### src/rtl/pipe_stall_flush_ctrl.sv
// Central pipeline controller.
//
// Builds the per-stage hold vector from the per-stage stall requests, derives
// the 2-bit {upstream,downstream} stall code for every stage boundary, and
// sequences exception/ERET recovery: a one-cycle flush pulse followed by a PC
// redirect to fetch that is held until fetch acknowledges it.
//
// Handshake: redirect_valid/redirect_ack follow valid/ready rules. Once
// redirect_valid rises, it and redirect_pc stay constant until the cycle in
// which redirect_ack is high. That cycle completes the transfer. An ack seen
// while redirect_valid is low is ignored.
module pipe_stall_flush_ctrl #(
  parameter int                N_STAGE    = 6,
  parameter int                ADDR_W     = 32,
  parameter logic [ADDR_W-1:0] EXC_VECTOR = 32'hBFC00380,
  parameter int                CNT_W      = 16
) (
  input  logic                     clk,
  input  logic                     resetn,
  input  logic [N_STAGE-1:0]       stallreq,
  input  logic                     exc_valid,
  input  logic                     exc_eret,
  input  logic [ADDR_W-1:0]        exc_epc,
  input  logic                     redirect_ack,
  output logic [N_STAGE-1:0]       stall,
  output logic [2*(N_STAGE-1)-1:0] stall_bus,
  output logic                     flush,
  output logic                     redirect_valid,
  output logic [ADDR_W-1:0]        redirect_pc,
  output logic [CNT_W-1:0]         stall_cnt,
  output logic [1:0]               dbg_state
);

  typedef enum logic [1:0] {
    ST_IDLE     = 2'd0,
    ST_FLUSH    = 2'd1,
    ST_WAIT_ACK = 2'd2
  } state_t;

  state_t              state_q, state_d;
  logic [ADDR_W-1:0]   redirect_pc_q, redirect_pc_d;
  logic [CNT_W-1:0]    stall_cnt_q, stall_cnt_d;
  logic [N_STAGE-1:0]  stall_raw;

  // State, captured redirect target and stall counter registers.
  always_ff @(posedge clk) begin
    if (!resetn) begin
      state_q       <= ST_IDLE;
      redirect_pc_q <= '0;
      stall_cnt_q   <= '0;
    end else begin
      state_q       <= state_d;
      redirect_pc_q <= redirect_pc_d;
      stall_cnt_q   <= stall_cnt_d;
    end
  end

  // Recovery sequencing. The redirect target is captured only when a new
  // sequence starts, so it cannot move while redirect_valid is high.
  always_comb begin
    state_d       = state_q;
    redirect_pc_d = redirect_pc_q;
    case (state_q)
      ST_IDLE: begin
        if (exc_valid) begin
          state_d       = ST_FLUSH;
          redirect_pc_d = exc_eret ? exc_epc : EXC_VECTOR;
        end
      end
      ST_FLUSH: begin
        state_d = redirect_ack ? ST_IDLE : ST_WAIT_ACK;
      end
      ST_WAIT_ACK: begin
        if (redirect_ack) state_d = ST_IDLE;
      end
      default: state_d = ST_IDLE;
    endcase
  end

  // Saturating count of cycles in which any stage requested a stall.
  always_comb begin
    stall_cnt_d = stall_cnt_q;
    if ((|stallreq) && !(&stall_cnt_q)) stall_cnt_d = stall_cnt_q + CNT_W'(1);
  end

  // A held stage holds every stage upstream of it. While fetch waits for the
  // redirect acknowledge, IF is also held so it does not run off the old path.
  always_comb begin
    logic acc;
    acc       = 1'b0;
    stall_raw = '0;
    for (int i = N_STAGE - 1; i >= 0; i--) begin
      acc          = acc | stallreq[i];
      stall_raw[i] = acc;
    end
    if (state_q == ST_WAIT_ACK) stall_raw[0] = 1'b1;
    stall = resetn ? stall_raw : '0;
  end

  // Boundary k sits between stage k and stage k+1: {upstream, downstream}.
  // Because of the upstream propagation above, {0,1} cannot be produced.
  for (genvar k = 0; k < N_STAGE - 1; k++) begin : g_bus
    assign stall_bus[2*k+1] = stall[k];
    assign stall_bus[2*k]   = stall[k+1];
  end

  assign flush          = (state_q == ST_FLUSH);
  assign redirect_valid = (state_q != ST_IDLE);
  assign redirect_pc    = redirect_pc_q;
  assign stall_cnt      = stall_cnt_q;
  assign dbg_state      = state_q;

endmodule

### config.mk
export PLATFORM = sky130hd
export DESIGN_NAME = pipe_stall_flush_ctrl
export DESIGN_NICKNAME = d
export VERILOG_FILES = /design/src/rtl/pipe_stall_flush_ctrl.sv
export SDC_FILE = /design/constraint.sdc
export NUM_CORES = 1
export LEC_CHECK = 0
export ABC_AREA = 1
export CORE_ASPECT_RATIO = 1.25
export CORE_MARGIN = 10
export CORE_UTILIZATION = 35
export DETAILED_ROUTE_END_ITERATION = 8
export HOLD_SLACK_MARGIN = 0.05
export PLACE_DENSITY = 0.78
export SYNTH_ARGS = -nofsm -noshare
export SYNTH_HDL_FRONTEND = slang
export SYNTH_SLANG_ARGS = --single-unit
### constraint.sdc
create_clock -name clk -period 1.8 [get_ports clk]
set_input_delay 0.36 -clock clk [delete_from_list [all_inputs] [get_ports clk]]
set_output_delay 0.36 -clock clk [all_outputs]
set_load 0.03 [all_outputs]
Word-level counts from Yosys, hierarchy flattened
Cells that the tools add are included.
Storage, ports and cells
  register bits: 50
  input port bits: 43
  word-level logic and storage cells: 28
Operators by class
  $add $sub $neg: 1
  equality and inequality tests: 4
  multiplexer cells: 7
  bitwise operators: 5
  reductions and logical operators: 8
Operator list (count)
  32-bit 2-to-1 mux: 1
  16-bit by 1-bit adder with 16-bit output, second input constant: 1
  16-bit AND reduction: 1
  2-bit 2-to-1 mux: 3
  6-bit 2-to-1 mux: 1
  2-bit one-hot mux with 3 select lines: 1
  6-bit OR reduction: 1
  1-bit bitwise OR: 5
  2-bit != test, second input constant: 2
  2-bit AND reduction: 2
  2-bit by 1-bit == test with 1-bit output, second input constant: 1
  2-bit == test, second input constant: 1
  2-bit zero test: 1
  2-bit nonzero test: 1
  1-bit logical AND: 1
  1-bit zero test: 1
  1-bit 2-to-1 mux: 1

Longest topological paths before layout
  depth in word-level cells: 7
  depth in mapped cells: 10

Worst setup path before layout
OpenSTA, ideal clock, no wires.
  kind: reg2out
  start point: register state_q[1] (netlist: dbg_state[1])
  end point: output stall_bus[1]
  data arrival time: 1.466 ns
  path slack: -0.026 ns
  stages on the path, launching flop included: 4
  cells stage by stage: dfxtp_1 -> nand2_1 -> a21oi_1 -> buf_4
On the way
  word-level cells in the longest chain between the ends: 3
Ends and longest elaborated chain
  start, declared: line 40  | state_t state_q, state_d;
  start signal, assigned: line 52  | state_q <= state_d;
  2-bit == test: line 96  | if (state_q == ST_WAIT_ACK) stall_raw[0] = 1'b1;
  1-bit 2-to-1 mux: line 96
  6-bit 2-to-1 mux: line 97  | stall = resetn ? stall_raw : '0;
  end, declared: line 26  | output logic [2*(N_STAGE-1)-1:0] stall_bus,
Every way passes these cells.

Final worst setup path
  start point: register stall_cnt_q[1] (netlist: stall_cnt[1])
  end point: output stall_cnt[1]
RTL lines
  start, declared: line 42  | logic [CNT_W-1:0] stall_cnt_q, stall_cnt_d;
  start signal, assigned: line 54  | stall_cnt_q <= stall_cnt_d;
  end, declared: line 30  | output logic [CNT_W-1:0] stall_cnt,
No word-level cell between the ends.

==> key figures <==
Floorplanning
  • IO Pins: ~110
  • Starting Density: 0.357
  • Core ar.: 6480 um2
  • Total Die Area: between 10000 and 15000 um2
  • Die H: 111 um
  • Die X: 92.7 um
  • # rows: 33

Synth
  • Mapped Nets: 375
  • Adder-Cell Fraction of Synth Area: 0.00541
  • Post-Syn Area: roughly 2300 um2
  • Syn_area_per_cell: 6.99 um2
  • Commonest cells post-synth: nand2_1 (70), nor2_1 (53), dfxtp_1 (50)
  • Number of synthesized flops with an enable pin: 0
  • Asr flop ratio synth: 0
  • Multiplexer share of the synthesized area: 0
  • Cells after Synth: 331
  • Post-synthesis simple-gate area fraction: 0.355
  • Post-synthesis cell type count: 23
  • Post-synthesis compound-gate area fraction: 0.0676
  • Seq/Total Area, Yosys: 0.433
  • Yosys reg bits: 50
  • Largest family of logic cells by synthesized area: simple AND/OR/NAND/NOR gates
  • Synthesis Warnings: 0
  • Most used DFF post-synth: dfxtp_1
  • Yosys top cell area share: 0.433
  • Most common cell in the netlist: nand2_1
  • Area leader, netlist: dfxtp_1
  • Top cells by area, synth: dfxtp_1 (43%), nand2_1 (11%), nand3_1 (10%), nor2_1 (8.6%), o21ai_0 (4.3%)
  • Synth Area in XOR/XNOR: 0.0341

Timing
  • Slew Limit Fails: 0
  • Fmax: around 570 MHz
  • Final hold violation count: 0
  • Clock Skew: ~5 ps
  • Setup violators final: 0
  • Crit share post-route: 0.967
  • Slew @ Worst Pin: about 420 ps
  • Minimum clock period: 1740 ps
  • Slew headroom: 0.720
  • RSZ-0062 raised after global routing: no

Clock network
  • Clk_lat worst skew: about 290 ps
  • Num CTS Buffers: 5
  • H-tree levels: 2
  • Clk sinks: 50
  • Root Buffer: clkbuf_8
  • CTS tree: done
  • Clk buf depth: 2
  • CTS clk-pin slew, worst paths: about 90 ps

Global route
  • Initial antenna violation count: 0
  • All-layer global routing usage: 0.143
  • Routing usage on met1: 0.153
  • GR Layer Usage met3: 0.0698
  • Met2 Track Usage GR: 0.243
  • Number of global-route vias before repair: 2490
  • Top Usage Layer GRT: met2
  • Total overflow reported by the global router: 0
  • Global-route wire length before repair: between 10000 and 15000 um
  • Largest net degree at the start of global routing: 23

Detailed routing
  • Vias/cell: about 4.8
  • Drt wl/cell: 14.5 um
  • Initial drt markers: 62
  • DRC viols: 0
  • Number of routed nets with antenna violations: 0
  • Vias: 2543
  • DRT Pass-1 Iters: 4
  • Final wirelength: 7680 um

Min path
  • Hold Path Cell Cnt: 2
  • HP Class: reg2reg

Place
  • Dpl hpwl: between 5000 and 6000 um
  • Routability cong.: 0.930
  • Placed cell area: between 3000 and 4000 um2
  • # port buffers: 110
  • Placed cell count: 519

Pwr
  • Leakage Power: 1.72 nW
  • IR Drop Worst-Case VDD: 0.000445 V
  • PD cells: 703 nW/um2

Worst setup path
  • WS Path Type: reg2out
  • CP Data Required Time: 1440 ps
  • CP max-delay cell: clkdlybuf4s50_1
  • Cell count along the critical path: 1
  • Bufs and invs on worst path: 1
  • Crit-path max cell delay: 700 ps
  • Largest fanout on the critical path: 4
  • Worst Path Arrival: 1380 ps
  • CP Cell Sequence: clkdlybuf4s50_1
  • CP Capture Type: primary output
  • Critical Path Source Type: flip-flop
  • Reg2Reg Depth: 9
  • CP top delay family: buffers and inverters

Layout
  • Post-route cell area: 3680 um2
  • Layout cells sized above 1: 0.131
  • Fillers: between 600 and 700
  • Post-layout instance count excluding filler cells: 531
  • Synth-to-layout area growth: 59.0%
  • Ant diodes: 0
  • Nets: ~500

Job
  • Max Cap Viol: 0

Run status
  • Status: finished clean
==> placed cells by master (no fill, tap or decap) <==
cell and instances:
a21oi_1 6, a21oi_2 1, a21oi_4 1, and2_1 1, buf_12 4, buf_4 33, buf_6 1, bufinv_16 1
clkbuf_8 6, clkdlybuf4s50_1 73, clkinv_2 1, dfxtp_1 49, dfxtp_2 1, dlygate4sd2_1 15, dlymetal6s2s_1 6, ha_2 1
inv_1 19, inv_2 4, nand2_1 70, nand2_2 1, nand3_1 47, nand3b_1 1, nand4_1 5, nor2_1 53
nor2_2 2, nor3_1 12, o21ai_0 20, o21ai_4 1, xnor2_1 2, xor2_1 7
==> power breakdown <==
| part | switching, mW | total, mW | internal (mW) |
|---|---|---|---|
| registers | 0.0345 | 1.19 | 1.16 |
| clock network | 0.353 | 0.798 | 0.445 |
| logic | 0.333 | 0.593 | 0.260 |
==> kinds of logic (layout without fill, tap and decap cells) <==
logic type	Yosys count	count (layout)
fa+ha+maj	1	1
simple gates	192	192
compound gates	29	29
flops	50	50
buf+inv	50	163
xor+xnor	9	9
==> path summary, 6_finish.rpt <==
check | to | slack (ps) | start
min | redirect_pc[12] | 470 | redirect_pc[12]
min reg2reg | redirect_pc[12] | 470 | redirect_pc[12]
max reg2reg | stall_cnt[9] | 210 | stall_cnt[1]
max | stall_cnt[1] | 60 | stall_cnt[1]
==> flip-flops by register name, indices dropped and copies added (netlist names) <==
name         flops
dbg_state        2
redirect_pc     32
stall_cnt       16
==> worst reg2reg max path, stage by stage (launching register included) <==
cell	delay [ps]
dfxtp_1	390
ha_2	230
nand2_1	70
nor2_2	160
nand2_2	110
nor2_1	120
nor2_1	60
buf_4	140
o21ai_0	160
nor2_1	60
==> metrics by stage <==
step,power (mW),worst slack (ps),util,hold WS [ps],TNS (ps)
CTS,2.61,11.8,0.560,476,0
global route,2.70,2.94,0.567,492,0
global placement,1.81,-119,0.540,456,-760
finish,2.59,59.5,0.567,471,0
floorplan,1.52,20.1,-,432,0
detailed placement,1.82,-114,0.540,462,-1050
==> area by class of cell <==
cell class / count / area, um2 / share of cell area
repair buffers: 132 / 1280 / 0.347
multi-input cells: 231 / 1090 / 0.295
flip-flops and latches: 50 / 1000 / 0.273
well taps: 87 / 109 / 0.0296
inverters: 24 / 91.3 / 0.0248
clock buffers: 6 / 82.6 / 0.0225
clock inverters: 1 / 30.0 / 0.00817
==> routing by layer <==
layer / part of all wire / wire length [um]
met1: 0.40 / 3040
met2: 0.50 / 3870
met3: 0.090 / 688
met4: 0.011 / 85
met5: 0 / 0
==> repair_timing <==
item                                   4_1_cts  5_1_grt
setup endpoints to repair                   22       21
gates resized for setup                     23        8
pin swaps                                    3        1
setup buffers                                3        2
hold buffers                                 0        0
endpoints found under the hold margin        0        0
Power figures use the tool's default switching activity.
